<file path="src/rtl/addx_copro_pkg.sv">
// addx_copro_pkg
// Shared definitions for the ADDX coprocessor slice:
//   - ADDX opcode / funct3 encodings
//   - addx_res_t : result buffer entry (id, rd, data) at the default widths
//   - is_addx()  : combinational decode of an offloaded instruction word
// The unit is only instantiated by its parent when the core build has
// CvxifEn=1 and EnableADDX=1; nothing in this slice depends on those flags.
package addx_copro_pkg;

  localparam logic [6:0] ADDX_OPCODE = 7'b0001011;
  localparam logic [2:0] ADDX_FUNCT3 = 3'b000;

  // Result entry at the default configuration (IdWidth=4, XLEN=64).
  typedef struct packed {
    logic [3:0]  id;
    logic [4:0]  rd;
    logic [63:0] data;
  } addx_res_t;

  // All three fields must match; funct7[1:0] is the shift amount and is free.
  function automatic logic is_addx(input logic [31:0] instr);
    return (instr[6:0] == ADDX_OPCODE) &&
           (instr[14:12] == ADDX_FUNCT3) &&
           (instr[31:27] == 5'b00000);
  endfunction

endpackage

</file>
<file path="src/rtl/addx_copro_if.sv">
// addx_copro_if
// Offload bus between the core (master) and the ADDX unit (slave).
//   issue_*  : request channel, core -> unit
//   flush_i  : drop all in-flight and buffered work
//   result_* : result channel, unit -> core
//
// Handshake semantics (both channels): a transfer happens on a rising edge
// where valid and ready are both 1. Once valid is raised the sender holds
// valid and its payload stable until the transfer. ready may depend on
// valid's channel state but never on the payload. issue_accept_o is only
// meaningful while issue_valid_i=1; a transfer with accept=0 consumes the
// request without producing a result.
interface addx_copro_if #(
  parameter int unsigned XLEN    = 64,
  parameter int unsigned IdWidth = 4
) ();

  logic               issue_valid_i;
  logic               issue_ready_o;
  logic [31:0]        issue_instr_i;
  logic [IdWidth-1:0] issue_id_i;
  logic [XLEN-1:0]    issue_rs1_i;
  logic [XLEN-1:0]    issue_rs2_i;
  logic               issue_accept_o;
  logic               flush_i;
  logic               result_valid_o;
  logic               result_ready_i;
  logic [IdWidth-1:0] result_id_o;
  logic [4:0]         result_rd_o;
  logic [XLEN-1:0]    result_data_o;

  modport master (
    output issue_valid_i, issue_instr_i, issue_id_i, issue_rs1_i, issue_rs2_i,
    output flush_i, result_ready_i,
    input  issue_ready_o, issue_accept_o,
    input  result_valid_o, result_id_o, result_rd_o, result_data_o
  );

  modport slave (
    input  issue_valid_i, issue_instr_i, issue_id_i, issue_rs1_i, issue_rs2_i,
    input  flush_i, result_ready_i,
    output issue_ready_o, issue_accept_o,
    output result_valid_o, result_id_o, result_rd_o, result_data_o
  );

endinterface

</file>
<file path="src/rtl/addx_result_fifo.sv">
// addx_result_fifo
// Small parameterised FIFO holding finished results.
//   clk_i, rst_ni : clock, synchronous active-low reset
//   flush_i       : empties the FIFO at the end of the cycle
//   push_i/data_i : write an entry
//   pop_i         : remove the head entry (caller never pops when empty)
//   data_o        : head entry (undefined when empty; storage is not reset)
//   empty_o       : no entries held
//   count_o       : number of entries held
// Pointers wrap modulo Depth; full and empty are told apart by count.
module addx_result_fifo
  import addx_copro_pkg::*;
#(
  parameter int unsigned Depth = 2,
  parameter type         T     = addx_res_t
) (
  input  logic                       clk_i,
  input  logic                       rst_ni,
  input  logic                       flush_i,
  input  logic                       push_i,
  input  T                           data_i,
  input  logic                       pop_i,
  output T                           data_o,
  output logic                       empty_o,
  output logic [$clog2(Depth+1)-1:0] count_o
);

  localparam int unsigned CntW = $clog2(Depth + 1);
  localparam int unsigned PtrW = (Depth > 1) ? $clog2(Depth) : 1;

  T                mem [Depth];
  logic [PtrW-1:0] wr_ptr;
  logic [PtrW-1:0] rd_ptr;
  logic [CntW-1:0] count;
  logic            full;

  function automatic logic [PtrW-1:0] ptr_inc(input logic [PtrW-1:0] p);
    return (p == PtrW'(Depth - 1)) ? '0 : p + PtrW'(1);
  endfunction

  assign full    = (count == CntW'(Depth));
  assign empty_o = (count == '0);
  assign count_o = count;
  assign data_o  = mem[rd_ptr];

  always_ff @(posedge clk_i) begin
    if (push_i) begin
      mem[wr_ptr] <= data_i;
    end
  end

  always_ff @(posedge clk_i) begin
    if (!rst_ni || flush_i) begin
      wr_ptr <= '0;
      rd_ptr <= '0;
      count  <= '0;
    end else begin
      if (push_i) wr_ptr <= ptr_inc(wr_ptr);
      if (pop_i)  rd_ptr <= ptr_inc(rd_ptr);
      count <= count + CntW'(push_i) - CntW'(pop_i);
    end
  end

  // Push on a full buffer is only legal together with a pop.
  always_ff @(posedge clk_i) begin
    if (rst_ni && !flush_i) begin
      no_overflow:  assert (!(push_i && full && !pop_i));
      no_underflow: assert (!(pop_i && empty_o));
    end
  end

endmodule

</file>
<file path="src/rtl/addx_copro_unit.sv">
// addx_copro_unit
// ADDX offload unit: result = rs1 + (rs2 << funct7[1:0]), XLEN bits, carries
// dropped. One compute stage (S1) feeding an in-order result buffer, so the
// first result is visible two cycles after its issue handshake.
//   clk_i, rst_ni  : clock, synchronous active-low reset
//   bus            : offload bus (issue / flush / result), slave side
//   accepted_cnt_o : running count of accepted ADDX instructions (wraps)
// issue_ready_o is a credit check on S1 + buffer occupancy, so S1 never has
// to stall and the buffer can never overflow.
module addx_copro_unit
  import addx_copro_pkg::*;
#(
  parameter int unsigned XLEN     = 64,
  parameter int unsigned IdWidth  = 4,
  parameter int unsigned ResDepth = 2
) (
  input  logic        clk_i,
  input  logic        rst_ni,
  addx_copro_if.slave bus,
  output logic [31:0] accepted_cnt_o
);

  localparam int unsigned CntW = $clog2(ResDepth + 1);

  typedef struct packed {
    logic [IdWidth-1:0] id;
    logic [4:0]         rd;
    logic [XLEN-1:0]    data;
  } res_entry_t;

  logic               s1_valid;
  logic [XLEN-1:0]    s1_rs1;
  logic [XLEN-1:0]    s1_rs2;
  logic [1:0]         s1_sh;
  logic [4:0]         s1_rd;
  logic [IdWidth-1:0] s1_id;

  logic [CntW-1:0]    buf_count;
  logic               buf_empty;
  logic               buf_pop;
  res_entry_t         push_entry;
  res_entry_t         head_entry;

  logic [CntW:0]      occupancy;
  logic               issue_hs;
  logic               issue_take;
  logic [31:0]        accepted_cnt_q;

  // Issue side
  assign bus.issue_accept_o = is_addx(bus.issue_instr_i);
  assign occupancy          = (CntW+1)'(buf_count) + (CntW+1)'(s1_valid);
  assign bus.issue_ready_o  = (occupancy < (CntW+1)'(ResDepth)) && !bus.flush_i;
  assign issue_hs           = bus.issue_valid_i && bus.issue_ready_o;
  assign issue_take         = issue_hs && bus.issue_accept_o;

  // S1: operand capture; the adder sits between S1 and the buffer.
  always_ff @(posedge clk_i) begin
    if (!rst_ni || bus.flush_i) begin
      s1_valid <= 1'b0;
    end else begin
      s1_valid <= issue_take;
    end
  end

  always_ff @(posedge clk_i) begin
    if (issue_take) begin
      s1_rs1 <= bus.issue_rs1_i;
      s1_rs2 <= bus.issue_rs2_i;
      s1_sh  <= bus.issue_instr_i[26:25];
      s1_rd  <= bus.issue_instr_i[11:7];
      s1_id  <= bus.issue_id_i;
    end
  end

  assign push_entry = '{id: s1_id, rd: s1_rd, data: s1_rs1 + (s1_rs2 << s1_sh)};

  // Result buffer
  assign buf_pop = bus.result_ready_i && !buf_empty;

  addx_result_fifo #(
    .Depth (ResDepth),
    .T     (res_entry_t)
  ) u_result_fifo (
    .clk_i   (clk_i),
    .rst_ni  (rst_ni),
    .flush_i (bus.flush_i),
    .push_i  (s1_valid),
    .data_i  (push_entry),
    .pop_i   (buf_pop),
    .data_o  (head_entry),
    .empty_o (buf_empty),
    .count_o (buf_count)
  );

  // Storage is not reset, so the result fields are masked while empty.
  assign bus.result_valid_o = !buf_empty;
  assign bus.result_id_o    = buf_empty ? '0 : head_entry.id;
  assign bus.result_rd_o    = buf_empty ? '0 : head_entry.rd;
  assign bus.result_data_o  = buf_empty ? '0 : head_entry.data;

  // Accepted-instruction counter survives flush; only reset clears it.
  always_ff @(posedge clk_i) begin
    if (!rst_ni) begin
      accepted_cnt_q <= '0;
    end else if (issue_take) begin
      accepted_cnt_q <= accepted_cnt_q + 32'd1;
    end
  end

  assign accepted_cnt_o = accepted_cnt_q;

endmodule

</file>
<file path="src/flat_wrapper.sv">
// flat-port wrapper written by rule: the top's interface ports become plain ports
module addx_copro_unit_flat import addx_copro_pkg::*;
#(
  parameter int unsigned XLEN     = 64,
  parameter int unsigned IdWidth  = 4,
  parameter int unsigned ResDepth = 2
)
  (clk_i, rst_ni, accepted_cnt_o, bus_issue_valid_i, bus_issue_instr_i, bus_issue_id_i, bus_issue_rs1_i, bus_issue_rs2_i, bus_flush_i, bus_result_ready_i, bus_issue_ready_o, bus_issue_accept_o, bus_result_valid_o, bus_result_id_o, bus_result_rd_o, bus_result_data_o);
  addx_copro_if #(.XLEN(XLEN), .IdWidth(IdWidth)) bus_i ();
  input  logic clk_i;
  input  logic rst_ni;
  output logic [31:0] accepted_cnt_o;
  input wire logic [$bits(bus_i.issue_valid_i)-1:0] bus_issue_valid_i;
  input wire logic [$bits(bus_i.issue_instr_i)-1:0] bus_issue_instr_i;
  input wire logic [$bits(bus_i.issue_id_i)-1:0] bus_issue_id_i;
  input wire logic [$bits(bus_i.issue_rs1_i)-1:0] bus_issue_rs1_i;
  input wire logic [$bits(bus_i.issue_rs2_i)-1:0] bus_issue_rs2_i;
  input wire logic [$bits(bus_i.flush_i)-1:0] bus_flush_i;
  input wire logic [$bits(bus_i.result_ready_i)-1:0] bus_result_ready_i;
  output wire logic [$bits(bus_i.issue_ready_o)-1:0] bus_issue_ready_o;
  output wire logic [$bits(bus_i.issue_accept_o)-1:0] bus_issue_accept_o;
  output wire logic [$bits(bus_i.result_valid_o)-1:0] bus_result_valid_o;
  output wire logic [$bits(bus_i.result_id_o)-1:0] bus_result_id_o;
  output wire logic [$bits(bus_i.result_rd_o)-1:0] bus_result_rd_o;
  output wire logic [$bits(bus_i.result_data_o)-1:0] bus_result_data_o;
  assign bus_i.issue_valid_i = bus_issue_valid_i;
  assign bus_i.issue_instr_i = bus_issue_instr_i;
  assign bus_i.issue_id_i = bus_issue_id_i;
  assign bus_i.issue_rs1_i = bus_issue_rs1_i;
  assign bus_i.issue_rs2_i = bus_issue_rs2_i;
  assign bus_i.flush_i = bus_flush_i;
  assign bus_i.result_ready_i = bus_result_ready_i;
  assign bus_issue_ready_o = bus_i.issue_ready_o;
  assign bus_issue_accept_o = bus_i.issue_accept_o;
  assign bus_result_valid_o = bus_i.result_valid_o;
  assign bus_result_id_o = bus_i.result_id_o;
  assign bus_result_rd_o = bus_i.result_rd_o;
  assign bus_result_data_o = bus_i.result_data_o;
  addx_copro_unit #(.XLEN(XLEN), .IdWidth(IdWidth), .ResDepth(ResDepth)) u_core (.clk_i(clk_i), .rst_ni(rst_ni), .bus(bus_i), .accepted_cnt_o(accepted_cnt_o));
endmodule
</file>
<file path="config.mk">
export PLATFORM = sky130hd
export DESIGN_NAME = addx_copro_unit_flat
export DESIGN_NICKNAME = d
export VERILOG_FILES = /design/src/rtl/addx_copro_pkg.sv /design/src/rtl/addx_copro_if.sv /design/src/rtl/addx_result_fifo.sv /design/src/rtl/addx_copro_unit.sv /design/src/flat_wrapper.sv
export SDC_FILE = /design/constraint.sdc
export NUM_CORES = 1
export LEC_CHECK = 0
export BUFFER_PORTS_ARGS = -buffer_cell sky130_fd_sc_hd__clkbuf_2
export CORE_MARGIN = 4
export CORE_UTILIZATION = 50
export CTS_BUF_LIST = sky130_fd_sc_hd__clkbuf_8
export DETAILED_ROUTE_END_ITERATION = 8
export PLACE_DENSITY = 0.78
export SLEW_MARGIN = 40
export SYNTH_ARGS = -nofsm -noshare
export SYNTH_HDL_FRONTEND = slang
export SYNTH_SLANG_ARGS = --single-unit
</file>
<file path="constraint.sdc">
create_clock -name clk_i -period 7.4 [get_ports clk_i]
set_input_delay 0 -clock clk_i [delete_from_list [all_inputs] [get_ports clk_i]]
set_output_delay 0 -clock clk_i [all_outputs]
set_load 0.01 [all_outputs]
</file>
======== Yosys cells after proc, flatten, opt, wreduce, memory -nomap -nowiden ========
Memories as Yosys holds them, arrays and structs flattened. A register that Yosys moved wholly into a read port is not among the register bits.
Index checks and enable logic that the tools add are counted.
word-level totals
  memories kept ........................... 1
  memory bits (writable) .................. 146
  register bits ........................... 176
  bits in latches ......................... 0
  memory bits (read-only) ................. 0
  output and inout bits ................... 108
  input bits .............................. 169
memories
  memory                    depth  width  rd ports  clocked after Yosys merged registers in  write ports  line                    RTL
  u_core.u_result_fifo.mem  2      73     1         1                                        1            addx_result_fifo.sv:31  T mem [Depth];
operators by class
  mux-type cells .......................... 9
  multiply operators ...................... 0
  eq/ne operators ......................... 1
  bitwise logic cells ..................... 0
  add/subtract/negate cells ............... 7
  order comparisons ....................... 1
  reductions and logical operators ........ 13
  divide/modulo/power cells ............... 0
  shift-type cells ........................ 1
operator list
  kind                                                                          number
  64-bit adder                                                                  1
  64-bit two-way mux                                                            1
  64-bit by 2-bit << shifter with 64-bit output                                 1
  32-bit by 1-bit adder with 32-bit output, second input constant               1
  7-bit by 4-bit equality test with 1-bit output, second input constant         1
  1-bit logical AND                                                             6
  1-bit two-way mux                                                             6
  5-bit logical NOT                                                             1
  5-bit two-way mux                                                             1
  4-bit two-way mux                                                             1
  2-bit by 1-bit adder with 3-bit output                                        1
  1-bit logical NOT                                                             3
  3-bit logical NOT                                                             1
  3-bit by 2-bit less-than comparator with 1-bit output, second input constant  1
  1-bit adder, second input constant                                            2
  2-bit by 1-bit adder with 2-bit output                                        1
  2-bit logical NOT                                                             1
  2-bit by 1-bit subtractor with 2-bit output                                   1
  1-bit logical OR                                                              1

======== Depth between registers and ports, before layout ========
  depth after elaboration ................. 5
  mapped depth ............................ 14

======== Cells and area by module ========
Synthesis repeated with hierarchy kept, for this count alone.
unflattened totals
  cells, all modules ...................... 1306
  area total of the unflattened synthesis .. 17426.7 um2
by module, submodules not included
  module            times used  area an instance (um2)  cells each  seq. area each (um2)
  addx_copro_unit   1           11588.6                 1057        4834.6
  addx_result_fifo  1           5838.1                  249         4484.3

======== Worst setup path before layout ========
OpenSTA, ideal clock, no wires.
  path type ............................... reg2reg
  start point ............................. register u_core.u_result_fifo.count[0], in the netlist u_core.u_result_fifo.count_o[0]
  end point ............................... register u_core.accepted_cnt_q[2], in the netlist u_core.accepted_cnt_o[2]
  period minus slack after synthesis ...... 7751 ps
  arrival time ............................ 7636 ps
  required time ........................... 7285 ps
  cell stages (with the launch flop) ...... 7
  slack ................................... -351 ps
  path buffers ............................ 0
  cells stage by stage .................... dfxtp_1 a211oi_1 nand2_1 nor2_1 nand2_1 xnor2_1 and2_1
between the ends
  word-level cells in the longest chain between the ends .. 5
RTL lines
  element                                                line                    RTL
  start: declaration                                     addx_result_fifo.sv:34  logic [CntW-1:0] count;
  start signal: assignment                               addx_result_fifo.sv:60  count <= count + CntW'(push_i) - CntW'(pop_i);
  2-bit by 1-bit adder with 3-bit output                 addx_copro_unit.sv:51   assign occupancy = (CntW+1)'(buf_count) + (CntW+1)'(s1_valid);
  3-bit by 2-bit less-than comparator with 1-bit output  addx_copro_unit.sv:52   assign bus.issue_ready_o = (occupancy < (CntW+1)'(ResDepth)) && !bus.flush_i;
  1-bit logical AND                                      addx_copro_unit.sv:52
  named net bus_issue_ready_o                            flat_wrapper.sv:20      output wire logic [$bits(bus_i.issue_ready_o)-1:0] bus_issue_ready_o;
  1-bit logical AND                                      addx_copro_unit.sv:53   assign issue_hs = bus.issue_valid_i && bus.issue_ready_o;
  1-bit logical AND                                      addx_copro_unit.sv:54   assign issue_take = issue_hs && bus.issue_accept_o;
  named net u_core.issue_take                            addx_copro_unit.sv:46   logic issue_take;
  end signal: assignment                                 addx_copro_unit.sv:106  accepted_cnt_q <= accepted_cnt_q + 32'd1;
  end: declaration                                       addx_copro_unit.sv:47   logic [31:0] accepted_cnt_q;
The timed path passes the listed nets, and every way through them passes these cells.
A chain may end at the register's enable or synchronous reset.

==> impl_summary.txt <==
----------------------------------------------------
[Worst setup path]
  Endpoint kind of the worst setup timing path ... register
  Delay of the slowest cell on the worst path ... 0.58 ns
  Crit path top cell by count ... o21ai_0
  Standard cell with the maximum stage delay on the critical path ... mux4_2
  Highest fanout seen on the critical path ... 36
  Arrival time reported for the critical path endpoint ... 5.44 ns
  Critical Path Source Type ... register
  Critical path, cell by cell ... buf_8, buf_4, buf_4, mux4_2, ha_1, a21oi_1, o21ai_0, nor3b_1, o21ai_0, o2111ai_2, a21oi_1, nor2_1, o21ai_0, xnor2_1
  Crit path required time ... 7.79 ns
  Classification of the worst setup path ... register to register
  Beginning of the worst register-to-register path ... u_core.s1_sh[0]
  Launch point of the worst path ... u_core.s1_sh[0]
  Number of cells traversed by the worst register-to-register path ... 14

[Final layout]
  Synth-to-Final Area Change ... 26.1%
  Nets ... 1937
  Total inserted antenna cells ... 0
  Fraction of final layout cells with drive strength greater than 1 ... 0.249
  Final design area excluding fillers ... 0.0209 sq mm
  Count of fill cells added during filler insertion ... 2412
  Final cell count without fillers ... 2186

[Place]
  Number of placed instances, taps included ... 1939
  Placer Congestion ... 0.900
  Instance area after placement ... 0.0184 sq mm
  Post-Place Worst Slack ... 2.21 ns
  Quantity of I/O buffers inserted on ports ... 266
  Total half-perimeter wirelength after legalization and detailed placement ... 26900 microns

[STA]
  Worst Skew ... 0.0290 ns
  Max Clock Freq ... 0.198 GHz
  Worst-case hold slack ... 0.0692 ns
  Slew at the pin closest to its max-slew limit ... 0.760 ns
  Worst slew margin relative to its limit ... 0.493
  Final Hold Fails ... 0
  Number of slew-limit violations in the final report ... 0
  RSZ-0062 raised after global routing ... no
  Final Worst Setup Slack ... 2.36 ns
  Clock period minus worst slack ... 5.04 ns
  Period utilization ... 0.681
  Aggregate negative setup slack ... 0 ns
  Setup violators final ... 0

[Power]
  Sequential Power Share ... 0.547
  Internal power ... 2840 uW
  Pwr dens ... 172 mW/mm^2
  Switch Pwr ... 756 uW
  Cell leakage power ... 0.00796 uW
  Share of power burned in the clock network ... 0.422
  Peak ir drop on the vdd network ... 0.190 mV
  Combinational share of power ... 0.031
  Net switching share of the total power ... 0.210

[Floorplan]
  Std-Cell Core Area ... 0.0326 sq mm
  Die ar. ... 0.0361 sq mm
  Chip height ... 190 microns
  Die width ... 190 microns
  Standard-cell rows ... 66
  Io pins ... 277
  Initial Util ... 0.507

[Logic synthesis]
  Count of distinct cell types in the synthesized netlist ... 64
  Post-synthesis sequential area ratio ... 0.563
  Number of synthesized flops with an enable pin ... 285
  Leading cell type by number of instances after synthesis ... edfxtp_1
  Synthesized net count ... 1515
  Cell type with the largest total area after synthesis ... edfxtp_1
  Top area cells in the synthesized netlist ... edfxtp_1 52%, mux4_2 8.2%, ha_1 5.0%
  Most instantiated flip-flop cell in the synthesis netlist ... edfxtp_1
  Post-synthesis cell area ... 0.0166 sq mm
  Top cell type's share of synthesized area ... 0.517
  Cell count after synthesis ... 1279
  Number of storage elements in the synthesis netlist ... 323
  Yosys warning total ... 0
  Post-synth top cells ... 285 x edfxtp_1, 131 x nor2_1, 82 x a21oi_1, 78 x nand2_1, 74 x mux2i_1
  Mapped Avg Cell Area ... 12.9 sq um
  Post-synthesis async set-or-reset flop share ... 0

[GRT]
  Largest net degree at the start of global routing ... 74
  Number of antenna violations at the first check in global routing ... 0
  Number of global-route vias before repair ... 12100
  Met1 usage in global routing ... 0.283
  Global-route met2 utilization ... 0.381
  Wire length of the first global-routing pass ... 63800 microns
  Overflow left after global routing ... 0
  Overall track demand over capacity in global routing ... 0.223
  Fraction of met3 tracks used by global routing ... 0.0358
  Busiest grt layer ... met2

[Clocking]
  Clock latency of the later-clocked register in the worst-skew pair ... 0.62 ns
  Buffer type at the clock tree root ... clkbuf_8
  Clock sink count ... 323
  Clock tree from TritonCTS ... built
  Clock transition at path regs ... 0.06 ns
  Number of buffers added to fix hold violations after cts ... 146
  Maximum root-to-sink buffer count ... 3
  Number of clock buffers inserted by TritonCTS ... 54
  Number of buffers added for setup after CTS ... 0
  H-Tree Level Count ... 2
  Number of gates given a new drive strength after cts ... 0

[Hold path]
  Cell depth of the worst hold path ... 7
  Worst min path class ... primary input to register
  Min-Delay Startpoint ... bus_issue_instr_i[29]

[Status]
  Outcome ... finished, final reports clean

[Detailed routing]
  Number of optimization iterations in the first detailed-route pass ... 9
  Total Routed Length ... 40900 microns
  Post-DR wirelength/cell ... 18.7 microns
  DRC errors left ... 0
  Antenna viol nets, final ... 0
  Via density per instance ... 5.52
  Vias ... 12100
  Initial drt markers ... 901

[Flow run]
  Max-cap violations ... 0

----------------------------------------------------
-- final timing paths --
path	to	slack (ns)
max reg2reg	u_core.u_result_fifo.mem[1][54]	2.36
min	u_core.accepted_cnt_o[3]	0.07
min reg2reg	u_core.u_result_fifo.mem[0][72]	0.44
max	u_core.u_result_fifo.mem[1][54]	2.36
-- flip-flops by register name, indices dropped and copies added (netlist names), 2 cells and up, named ones only --
| name | cells |
|---|---|
| u_core.u_result_fifo.mem | 146 |
| u_core.s1_rs1 | 64 |
| u_core.s1_rs2 | 64 |
| u_core.accepted_cnt_o | 32 |
| u_core.s1_rd | 5 |
| u_core.s1_id | 4 |
| u_core.s1_sh | 2 |
| u_core.u_result_fifo.count_o | 2 |
-- power groups by stage --
stage,Clock (uW),Sequential (uW),Combinational (uW)
final,1520,1970,111
after global routing,1640,1960,120
after CTS,1550,1970,107
after detailed placement,0,2000,46.8
after global placement,0,2000,46.3
after floorplan,0,2010,3.75
-- layout make-up --
type	instances	area (sq um)	area share
Inverter	26	97.6	0.00468
Sequential cell	323	9320	0.447
Tap cell	442	553	0.0265
Clock inverter	41	231	0.0111
Timing Repair Buffer	425	2950	0.141
Multi-Input combinational cell	871	6930	0.332
Clock buffer	58	798	0.0382
-- per-stage QoR --
| stage | util | power (uW) |
|---|---|---|
| after floorplan | - | 2010 |
| after global placement | 0.562 | 2050 |
| after detailed placement | 0.563 | 2050 |
| after CTS | 0.639 | 3620 |
| after global routing | 0.640 | 3730 |
| final | 0.640 | 3600 |
-- routing by layer --
metal	part of all wire	up-vias
met1	0.41	5798
li1	-	5704
met5	0	-
met4	0.039	0
met2	0.49	468
met3	0.062	95
-- layout by cell type (no fill, tap or decap), types with 40 or more instances in the layout --
master,Yosys,final
inv_1,26,40
mux4_2,60,60
clkbuf_8,0,58
nand2_1,78,78
a21oi_1,82,82
dlygate4sd3_1,0,146
ha_1,66,66
nor2_1,131,128
xnor2_1,61,61
o21ai_0,45,45
clkbuf_2,2,266
mux2i_1,74,74
edfxtp_1,285,285
-- cell families after synthesis --
family / synth area share
buffers and inverters: 0.0200
AO/OA/AOI/OAI: 0.0946
flip-flops: 0.563
adder cells (fa/ha/maj): 0.0511
XOR/XNOR: 0.0476
AND/OR/NAND/NOR: 0.0973
multiplexers: 0.126
-- critical path, delay by kind of cell, from the launching register on --
family                     cells  cell delay [ns]
AOI/OAI and AO/OA              6             1.29
xor gates and xnor gates       1             0.30
adders and majority gates      1             0.36
buffers and inverters          3             1.06
DFF                            1             0.53
muxes                          1             0.58
and+or+nand+nor                2             0.68
Note: power is estimated with default switching activity, not from simulation.
